--- src/rtl/keypad_entry_buffer_if.sv ---
// Bundles keypad_scan's key/pressed inputs with the digit-buffer outputs of keypad_entry_buffer.
// slave is the buffer side; master is the side that drives keys and observes the digits.
interface keypad_entry_buffer_if;
  logic [3:0]  key;
  logic        pressed;
  logic [3:0]  digit0;
  logic [3:0]  digit1;
  logic [3:0]  digit2;
  logic [3:0]  digit3;
  logic [2:0]  count;
  logic        full;
  logic [15:0] value;
  logic        value_vld;

  modport master (
    output key,
    output pressed,
    input  digit0,
    input  digit1,
    input  digit2,
    input  digit3,
    input  count,
    input  full,
    input  value,
    input  value_vld
  );

  modport slave (
    input  key,
    input  pressed,
    output digit0,
    output digit1,
    output digit2,
    output digit3,
    output count,
    output full,
    output value,
    output value_vld
  );
endinterface

--- src/rtl/keypad_entry_buffer.sv ---
// Debounces keypad_scan's pressed flag into one accept per press and maintains a 4-digit right-entry buffer.
// Buffer updates DEB_CYCLES edges after the first pressed sample; there is no backpressure (value_vld is a pulse).
module keypad_entry_buffer #(
  parameter int         DEB_CYCLES = 4,
  parameter logic [3:0] KEY_BKSP   = 4'hB,
  parameter logic [3:0] KEY_CLR    = 4'hC,
  parameter logic [3:0] KEY_ENT    = 4'hE,
  parameter logic [3:0] BLANK      = 4'hF
) (
  input  logic                 clk,
  input  logic                 rst_n,
  keypad_entry_buffer_if.slave kb
);

  typedef enum logic [1:0] {
    S_IDLE,
    S_DEBOUNCE,
    S_HELD,
    S_RELEASE
  } state_t;

  localparam logic [3:0] DEB = 4'(DEB_CYCLES);

  state_t      r_state;
  state_t      w_state_nxt;
  logic [3:0]  r_cnt;
  logic [3:0]  w_cnt_nxt;
  logic [3:0]  r_cand;
  logic [3:0]  w_cand_nxt;
  logic        r_accept;
  logic        w_accept_nxt;
  logic        r_armed;

  logic [3:0]  r_digit0;
  logic [3:0]  r_digit1;
  logic [3:0]  r_digit2;
  logic [3:0]  r_digit3;
  logic [2:0]  r_count;
  logic [15:0] r_value;
  logic        r_value_vld;

  // r_armed stays low after reset until pressed is seen low, so a key still
  // held across reset release never produces an event.
  always_ff @(posedge clk or negedge rst_n) begin
    if (!rst_n) begin
      r_state  <= S_IDLE;
      r_cnt    <= 4'd0;
      r_cand   <= 4'd0;
      r_accept <= 1'b0;
      r_armed  <= 1'b0;
    end else begin
      r_state  <= w_state_nxt;
      r_cnt    <= w_cnt_nxt;
      r_cand   <= w_cand_nxt;
      r_accept <= w_accept_nxt;
      r_armed  <= r_armed | ~kb.pressed;
    end
  end

  always_comb begin
    w_state_nxt  = r_state;
    w_cnt_nxt    = r_cnt;
    w_cand_nxt   = r_cand;
    w_accept_nxt = 1'b0;
    case (r_state)
      S_IDLE: begin
        if (kb.pressed && r_armed) begin
          w_cand_nxt = kb.key;
          w_cnt_nxt  = 4'd1;
          if (DEB == 4'd1) begin
            w_state_nxt  = S_HELD;
            w_accept_nxt = 1'b1;
          end else begin
            w_state_nxt = S_DEBOUNCE;
          end
        end
      end
      S_DEBOUNCE: begin
        if (!kb.pressed) begin
          w_state_nxt = S_IDLE;
        end else if (kb.key != r_cand) begin
          w_cand_nxt = kb.key;
          w_cnt_nxt  = 4'd1;
        end else if (r_cnt + 4'd1 == DEB) begin
          w_cnt_nxt    = DEB;
          w_state_nxt  = S_HELD;
          w_accept_nxt = 1'b1;
        end else begin
          w_cnt_nxt = r_cnt + 4'd1;
        end
      end
      S_HELD: begin
        // cand is frozen here: rollover to another key while held is ignored
        if (!kb.pressed) begin
          w_cnt_nxt   = 4'd1;
          w_state_nxt = (DEB == 4'd1) ? S_IDLE : S_RELEASE;
        end
      end
      S_RELEASE: begin
        if (kb.pressed) begin
          w_state_nxt = S_HELD;
        end else if (r_cnt + 4'd1 == DEB) begin
          w_cnt_nxt   = DEB;
          w_state_nxt = S_IDLE;
        end else begin
          w_cnt_nxt = r_cnt + 4'd1;
        end
      end
      default: begin
        w_state_nxt = S_IDLE;
      end
    endcase
  end

  always_ff @(posedge clk or negedge rst_n) begin
    if (!rst_n) begin
      r_digit0    <= BLANK;
      r_digit1    <= BLANK;
      r_digit2    <= BLANK;
      r_digit3    <= BLANK;
      r_count     <= 3'd0;
      r_value     <= 16'hFFFF;
      r_value_vld <= 1'b0;
    end else begin
      r_value_vld <= 1'b0;
      if (r_accept) begin
        if (r_cand <= 4'd9) begin
          if (r_count != 3'd4) begin
            r_digit3 <= r_digit2;
            r_digit2 <= r_digit1;
            r_digit1 <= r_digit0;
            r_digit0 <= r_cand;
            r_count  <= r_count + 3'd1;
          end
        end else if (r_cand == KEY_BKSP) begin
          if (r_count != 3'd0) begin
            r_digit0 <= r_digit1;
            r_digit1 <= r_digit2;
            r_digit2 <= r_digit3;
            r_digit3 <= BLANK;
            r_count  <= r_count - 3'd1;
          end
        end else if (r_cand == KEY_CLR) begin
          r_digit0 <= BLANK;
          r_digit1 <= BLANK;
          r_digit2 <= BLANK;
          r_digit3 <= BLANK;
          r_count  <= 3'd0;
        end else if (r_cand == KEY_ENT) begin
          if (r_count != 3'd0) begin
            r_value     <= {r_digit3, r_digit2, r_digit1, r_digit0};
            r_value_vld <= 1'b1;
            r_digit0    <= BLANK;
            r_digit1    <= BLANK;
            r_digit2    <= BLANK;
            r_digit3    <= BLANK;
            r_count     <= 3'd0;
          end
        end
      end
    end
  end

  assign kb.digit0    = r_digit0;
  assign kb.digit1    = r_digit1;
  assign kb.digit2    = r_digit2;
  assign kb.digit3    = r_digit3;
  assign kb.count     = r_count;
  assign kb.full      = (r_count == 3'd4);
  assign kb.value     = r_value;
  assign kb.value_vld = r_value_vld;

endmodule
--- src/flat_wrapper.sv ---
// flat-port wrapper written by rule: the top's interface ports become plain ports
module keypad_entry_buffer_flat 
#(
  parameter int         DEB_CYCLES = 4,
  parameter logic [3:0] KEY_BKSP   = 4'hB,
  parameter logic [3:0] KEY_CLR    = 4'hC,
  parameter logic [3:0] KEY_ENT    = 4'hE,
  parameter logic [3:0] BLANK      = 4'hF
)
  (clk, rst_n, kb_key, kb_pressed, kb_digit0, kb_digit1, kb_digit2, kb_digit3, kb_count, kb_full, kb_value, kb_value_vld);
  keypad_entry_buffer_if kb_i ();
  input  logic clk;
  input  logic rst_n;
  input wire logic [$bits(kb_i.key)-1:0] kb_key;
  input wire logic [$bits(kb_i.pressed)-1:0] kb_pressed;
  output wire logic [$bits(kb_i.digit0)-1:0] kb_digit0;
  output wire logic [$bits(kb_i.digit1)-1:0] kb_digit1;
  output wire logic [$bits(kb_i.digit2)-1:0] kb_digit2;
  output wire logic [$bits(kb_i.digit3)-1:0] kb_digit3;
  output wire logic [$bits(kb_i.count)-1:0] kb_count;
  output wire logic [$bits(kb_i.full)-1:0] kb_full;
  output wire logic [$bits(kb_i.value)-1:0] kb_value;
  output wire logic [$bits(kb_i.value_vld)-1:0] kb_value_vld;
  assign kb_i.key = kb_key;
  assign kb_i.pressed = kb_pressed;
  assign kb_digit0 = kb_i.digit0;
  assign kb_digit1 = kb_i.digit1;
  assign kb_digit2 = kb_i.digit2;
  assign kb_digit3 = kb_i.digit3;
  assign kb_count = kb_i.count;
  assign kb_full = kb_i.full;
  assign kb_value = kb_i.value;
  assign kb_value_vld = kb_i.value_vld;
  keypad_entry_buffer #(.DEB_CYCLES(DEB_CYCLES), .KEY_BKSP(KEY_BKSP), .KEY_CLR(KEY_CLR), .KEY_ENT(KEY_ENT), .BLANK(BLANK)) u_core (.clk(clk), .rst_n(rst_n), .kb(kb_i));
endmodule
--- config.mk ---
export PLATFORM = sky130hd
export DESIGN_NAME = keypad_entry_buffer_flat
export DESIGN_NICKNAME = d
export VERILOG_FILES = /design/src/rtl/keypad_entry_buffer_if.sv /design/src/rtl/keypad_entry_buffer.sv /design/src/flat_wrapper.sv
export SDC_FILE = /design/constraint.sdc
export NUM_CORES = 1
export LEC_CHECK = 0
export CORE_ASPECT_RATIO = 0.8
export CORE_MARGIN = 8
export CORE_UTILIZATION = 47
export CTS_CLUSTER_DIAMETER = 200
export DETAILED_ROUTE_END_ITERATION = 10
export PLACE_DENSITY = 0.73
export SYNTH_ARGS = -nofsm -noshare
export SYNTH_HDL_FRONTEND = slang
export SYNTH_SLANG_ARGS = --single-unit
--- constraint.sdc ---
create_clock -name clk -period 1.9 [get_ports clk]
set_input_delay 0.475 -clock clk [delete_from_list [all_inputs] [get_ports clk]]
set_output_delay 0.475 -clock clk [all_outputs]
set_load 0.05 [all_outputs]
== Word-level counts from Yosys, hierarchy flattened ==
Index checks and enable logic that the tools add are counted.

* Register bits: 48
* Input port bits: 7
* Output and inout bits: 37
* Logic and storage cells: 110

* $add $sub $neg: 3
* Order comparisons: 1
* Equal/unequal tests: 20
* Multiplexer cells: 57
* Bitwise logic cells: 5
* Reductions and logical operators: 12

{| class="wikitable"
|+ Operators with widths
! operator !! number
|-
| $mux 4 || 30
|-
| $mux 3 || 7
|-
| $pmux 4 s4 || 1
|-
| $mux 2 || 7
|-
| $eq 4x4->1 const B || 3
|-
| $mux 1 || 10
|-
| $reduce_and 5->1 || 2
|-
| $ne 3x2->1 const B || 3
|-
| $ne 2x2->1 const B || 4
|-
| $pmux 2 s4 || 1
|-
| $pmux 4 s2 || 1
|-
| $reduce_and 4->1 || 2
|-
| $ne 3x3->1 const B || 2
|-
| $reduce_and 6->1 || 1
|-
| $reduce_bool 3->1 || 2
|-
| $add 4x1->4 const B || 1
|-
| $eq 2x2->1 const B || 2
|-
| $eq 4x3->1 const B || 1
|-
| $le 4x4->1 const B || 1
|-
| $ne 2x1->1 const B || 2
|-
| $ne 4x4->1 || 1
|-
| $not 1->1 || 4
|-
| $reduce_bool 4->1 || 1
|-
| $add 3x1->3 const B || 1
|-
| 8 further kinds || 8
|}

== Logic depth before layout (Yosys ltp) ==
* Depth after elaboration: 7
* Mapped depth: 8
* Gate-level depth less buffers: 7

== Worst setup path after synthesis ==
Ideal clock, no wire load.

* Path type: reg2reg
* From: reg u_core.r_count[0] (netlist: u_core.kb.count[0])
* To: reg u_core.r_count[0] (netlist: u_core.kb.count[0])
* Library setup time: 125 ps
* Arrival time: 2,444 ps
* Required time: 1,775 ps
* Path slack: -668 ps
* Cell stages (with the launch flop): 8
* Buffers on the path: 0
* Clock period less this slack: 2,568 ps
* Cell sequence: dfrtp_1 > inv_1 > ha_1 > ha_1 > o2bb2ai_1 > a221oi_4 > nor2_2 > mux2_2

* Cells in the longest elaborated chain, start to end: 4
* Elaborated cells between the ends (all ways): 12

{| class="wikitable"
|+ Ends and longest elaborated chain
! element !! line !! text
|-
| start, declared || keypad_entry_buffer.sv:38 || <nowiki>logic [2:0] r_count;</nowiki>
|-
| start signal, assigned || keypad_entry_buffer.sv:133 || <nowiki>r_count <= r_count + 3'd1;</nowiki>
|-
| start signal, assigned || keypad_entry_buffer.sv:141 || <nowiki>r_count <= r_count - 3'd1;</nowiki>
|-
| $sub 3x1->3 || keypad_entry_buffer.sv:141 ||
|-
| $mux 3 || keypad_entry_buffer.sv:136 || <nowiki>if (r_count != 3'd0) begin</nowiki>
|-
| $mux 3 || keypad_entry_buffer.sv:135 || <nowiki>end else if (r_cand == KEY_BKSP) begin</nowiki>
|-
| $mux 3 || keypad_entry_buffer.sv:127 || <nowiki>if (r_cand <= 4'd9) begin</nowiki>
|}

Parallel ways exist; a longest one is shown, timed or not. The select of a mux whose other input is x is not followed.
A chain may end at the register's enable or synchronous reset.

== Worst setup path in the final report ==
* From: reg u_core.r_count[1] (netlist: u_core.kb.count[1])
* To: reg u_core.r_digit3[2] (netlist: u_core.kb.digit3[2])

* Cells in the longest elaborated chain, start to end: 6
* Elaborated cells between the ends (all ways): 9

{| class="wikitable"
|+ Ends and longest elaborated chain
! element !! line !! text
|-
| $reduce_bool 3->1 || keypad_entry_buffer.sv:136, keypad_entry_buffer.sv:150 ||
|-
| $mux 4 (5 in series) || n/a ||
|-
| end signal, assigned || keypad_entry_buffer.sv:129 || <nowiki>r_digit3 <= r_digit2;</nowiki>
|-
| end, declared || keypad_entry_buffer.sv:37 || <nowiki>logic [3:0] r_digit3;</nowiki>
|}

Parallel ways exist; a longest one is shown, timed or not. The select of a mux whose other input is x is not followed.

==> run metrics <==
Die Span Y 79.5 µm; synthesized area 2370 µm²; sw frac 37.5%; Starting Density 47.9%; crit path time final 1.89 ns; Post-synth EDFFs 0; DRC Markers 0; Post-DP HPWL 3.91 mm; Num Clock Sinks 48; critical-path cell list inv_2, ha_4, ha_4, a21bo_4, a221oi_4, nor2_4, buf_12, o22a_1; TritonCTS clock tree done; aggregate routed wire length 5.56 mm; Net Sw Power 1.15 mW; first-pass GRT wire length 9.29 mm; Max rail drop VDD 0.000717 V; core box area 4950 µm²; crit path DAT 2.14 ns; kind of start point of the critical path register; post-synth net total 215; gp weighted congestion 0.792; number of antenna violations at the first check in global routing 0; P_leak 1.38 nW; Die W 95.4 µm; gr usage total 15.6%; H-tree depth 2; Post-layout nets 272; cells after synthesis 202; slowest stage cell, crit path dfrtp_2; placed insts 311; Hold Path Class input port to async pin; Relative slew margins 67.5%; period utilisation layout 99.6%; # port buffers 43; total CTS buffers 5; asr flop ratio synth 100%; CTS hold repair buffers 0; RSZ-0062 raised after global routing yes; Clock Path Buffers 2; Fin Clk Skew 0.00911 ns; WP buf/inv 2; routed vias 1760; CP max stage delay 0.42 ns; setup violators final 0; fill count 356; Design Area, Final 3410 µm²; die footprint 7590 µm²; FF+latch count, synth 48; Int Pwr 1.91 mW; syn avg cell area 11.7 µm²; Most common cell on crit path ha_4; synth unique cells 45; Final Non-Filler Cells 322; n_diodes 0; Ys Warns 0; WL/cell 17.3 µm; Site Rows 23; largest net degree at the start of global routing 49; total of max-cap violations 0; Root Driver clkbuf_8; Post-DP Area 3260 µm²; CP required 2.15 ns; Util after Layout 68.9%; power share of the clock group 21.5%; worst slew pin tran 0.487 ns; sequential cell fraction of total power 43.5%; grt ovf 0; Comb pwr share 35.0%; via/cell ratio 5.47; Slew Limit Fails 0; share of layout cells above drive strength 1 51.2%; Setup CP Type register to register; Worst Setup End Kind register; Main synth FF type dfstp_2; Seq/Total Area, Yosys 52.3%; first-pass iteration count of the detailed router 4; Peak Freq 0.528 GHz; Syn-to-layout area delta 43.8%; pwr dens 897 nW/µm²; Final Hold Vio Count 0; status completed; Starting DRT DRC Count 116; # IOs 44; Top Family by Delay on Critical Path compound AO/OA/AOI/OAI gates; clock latency on the worst-skew pair 0.32 ns; clock-pin slew on the worst setup and hold paths 0.08 ns; crit-path max FO 5; vias in the first global route 1826; number of routed nets with antenna violations 0
path summary, 6_finish.rpt:
path,startpoint,endpoint,slack [ns],depth (start not counted)
setup / recovery,u_core.kb.count[1],u_core.kb.digit3[2],0.008,8
hold / removal,rst_n,u_core.r_cand[0],0.13,2
setup reg to reg,u_core.kb.count[1],u_core.kb.digit3[2],0.008,8
hold reg to reg,u_core.r_armed,u_core.r_armed,0.48,1
max in group asynchronous,rst_n,u_core.kb.value[10],1.49,2
min in group clk,u_core.r_armed,u_core.r_armed,0.48,1
timing repair:
item                                    CTS  global route
buffers inserted                          2             1
endpoints found under the hold margin     0             0
endpoints found under the setup margin    7            18
gates resized for setup                   0             4
pin swaps                                 2             1
layer usage:
| layer | up-vias | wire length [µm] | global-route usage, % |
|---|---|---|---|
| li1 | 854 | - | - |
| met1 | 857 | 2570 | 20.5 |
| met2 | 41 | 2640 | 24.0 |
| met3 | 8 | 263 | 3.85 |
| met4 | 0 | 92 | 6.89 |
| met5 | - | 0 | 0 |
Yosys cell counts, types with 2 or more instances:
cell / count / area share, %
dfrtp_1: 16 / 17
nand4_1: 2 / 0.53
o2bb2ai_1: 2 / 0.74
o31ai_1: 10 / 3.2
mux2_2: 21 / 10
nand3_1: 3 / 0.63
dfstp_2: 32 / 35
nand2b_1: 3 / 0.79
nor2_1: 7 / 1.1
ha_1: 6 / 3.2
clkbuf_1: 6 / 0.95
xor2_1: 4 / 1.5
buf_6: 4 / 1.9
o32ai_1: 2 / 0.74
nand2_1: 12 / 1.9
nor3_1: 2 / 0.42
o22ai_1: 9 / 2.4
mux2i_1: 2 / 0.84
o22a_1: 4 / 1.5
a21oi_1: 4 / 0.84
o21ai_0: 18 / 3.8
o21a_1: 2 / 0.63
inv_1: 9 / 1.4
power by group through the flow:
stage,combinational (mW),sequential [mW],clock [mW]
3_5_place_dp,1.03,1.34,0
4_1_cts,1.04,1.32,0.670
5_1_grt,1.18,1.35,0.719
2_1_floorplan,0.847,1.25,0
6_report,1.07,1.33,0.658
3_3_place_gp,1.00,1.33,0
metrics by stage:
stage | worst slack (ns) | hold WS, ns | setup TNS (ns) | total power, mW
6_report | 0.00752 | 0.128 | 0 | 3.06
5_1_grt | -0.0880 | 0.150 | -0.444 | 3.25
4_1_cts | -0.00951 | 0.140 | -0.0122 | 3.03
3_5_place_dp | -0.217 | 0.457 | -0.662 | 2.37
3_3_place_gp | -0.213 | 0.456 | -0.501 | 2.33
2_1_floorplan | -0.192 | 0.179 | -3.16 | 2.10
worst register-to-register path: stages (launching register included):
cell      delay, ns
dfrtp_2        0.42
inv_2          0.07
ha_4           0.14
ha_4           0.15
a21bo_4        0.23
a221oi_4       0.35
nor2_4         0.13
buf_12         0.15
o22a_1         0.19
state kept, by name, summed over array words and instances (netlist names), 3 cells and up, named ones only:
signal            flops
u_core.kb.digit3      4
u_core.r_cand         4
u_core.kb.digit1      4
u_core.kb.count       3
u_core.kb.digit0      4
u_core.kb.value      16
u_core.kb.digit2      4
u_core.r_cnt          4
final cells by class:
class,count,area [µm²],area share (%)
inverters,9,33.8,0.990
clock buffers,6,82.6,2.42
repair buffers,62,912,26.7
clock inverters,2,13.8,0.404
well taps,62,77.6,2.27
multi-input cells,133,1050,30.7
flip-flops and latches,48,1240,36.5
kinds of logic after synthesis:
group / synth area share, %
AO/OA/AOI/OAI: 18.1
XOR/XNOR: 1.48
adder cells (fa/ha/maj): 3.16
buffers and inverters: 5.70
flip-flops: 52.3
multiplexers: 10.8
AND/OR/NAND/NOR: 8.44
placed cells by master (no fill, tap or decap), types with 2 or more instances in the layout:
cell type and count:
nand3_1 3, mux2i_1 2, buf_6 3, dfstp_2 32
clkdlybuf4s50_1 5, o22a_1 4, buf_4 19, nor2_1 7
dfrtp_1 13, xor2_1 4, inv_2 2, a21oi_1 4
nand2_1 12, clkbuf_8 6, mux2_2 21, nor3_1 2
o31ai_1 10, ha_4 2, dfrtp_2 3, o21a_1 2
nand2b_1 3, nand4_1 2, buf_12 34, inv_1 7
ha_1 4, o21ai_0 17, o22ai_1 9
(Power assumes the default switching activity.)
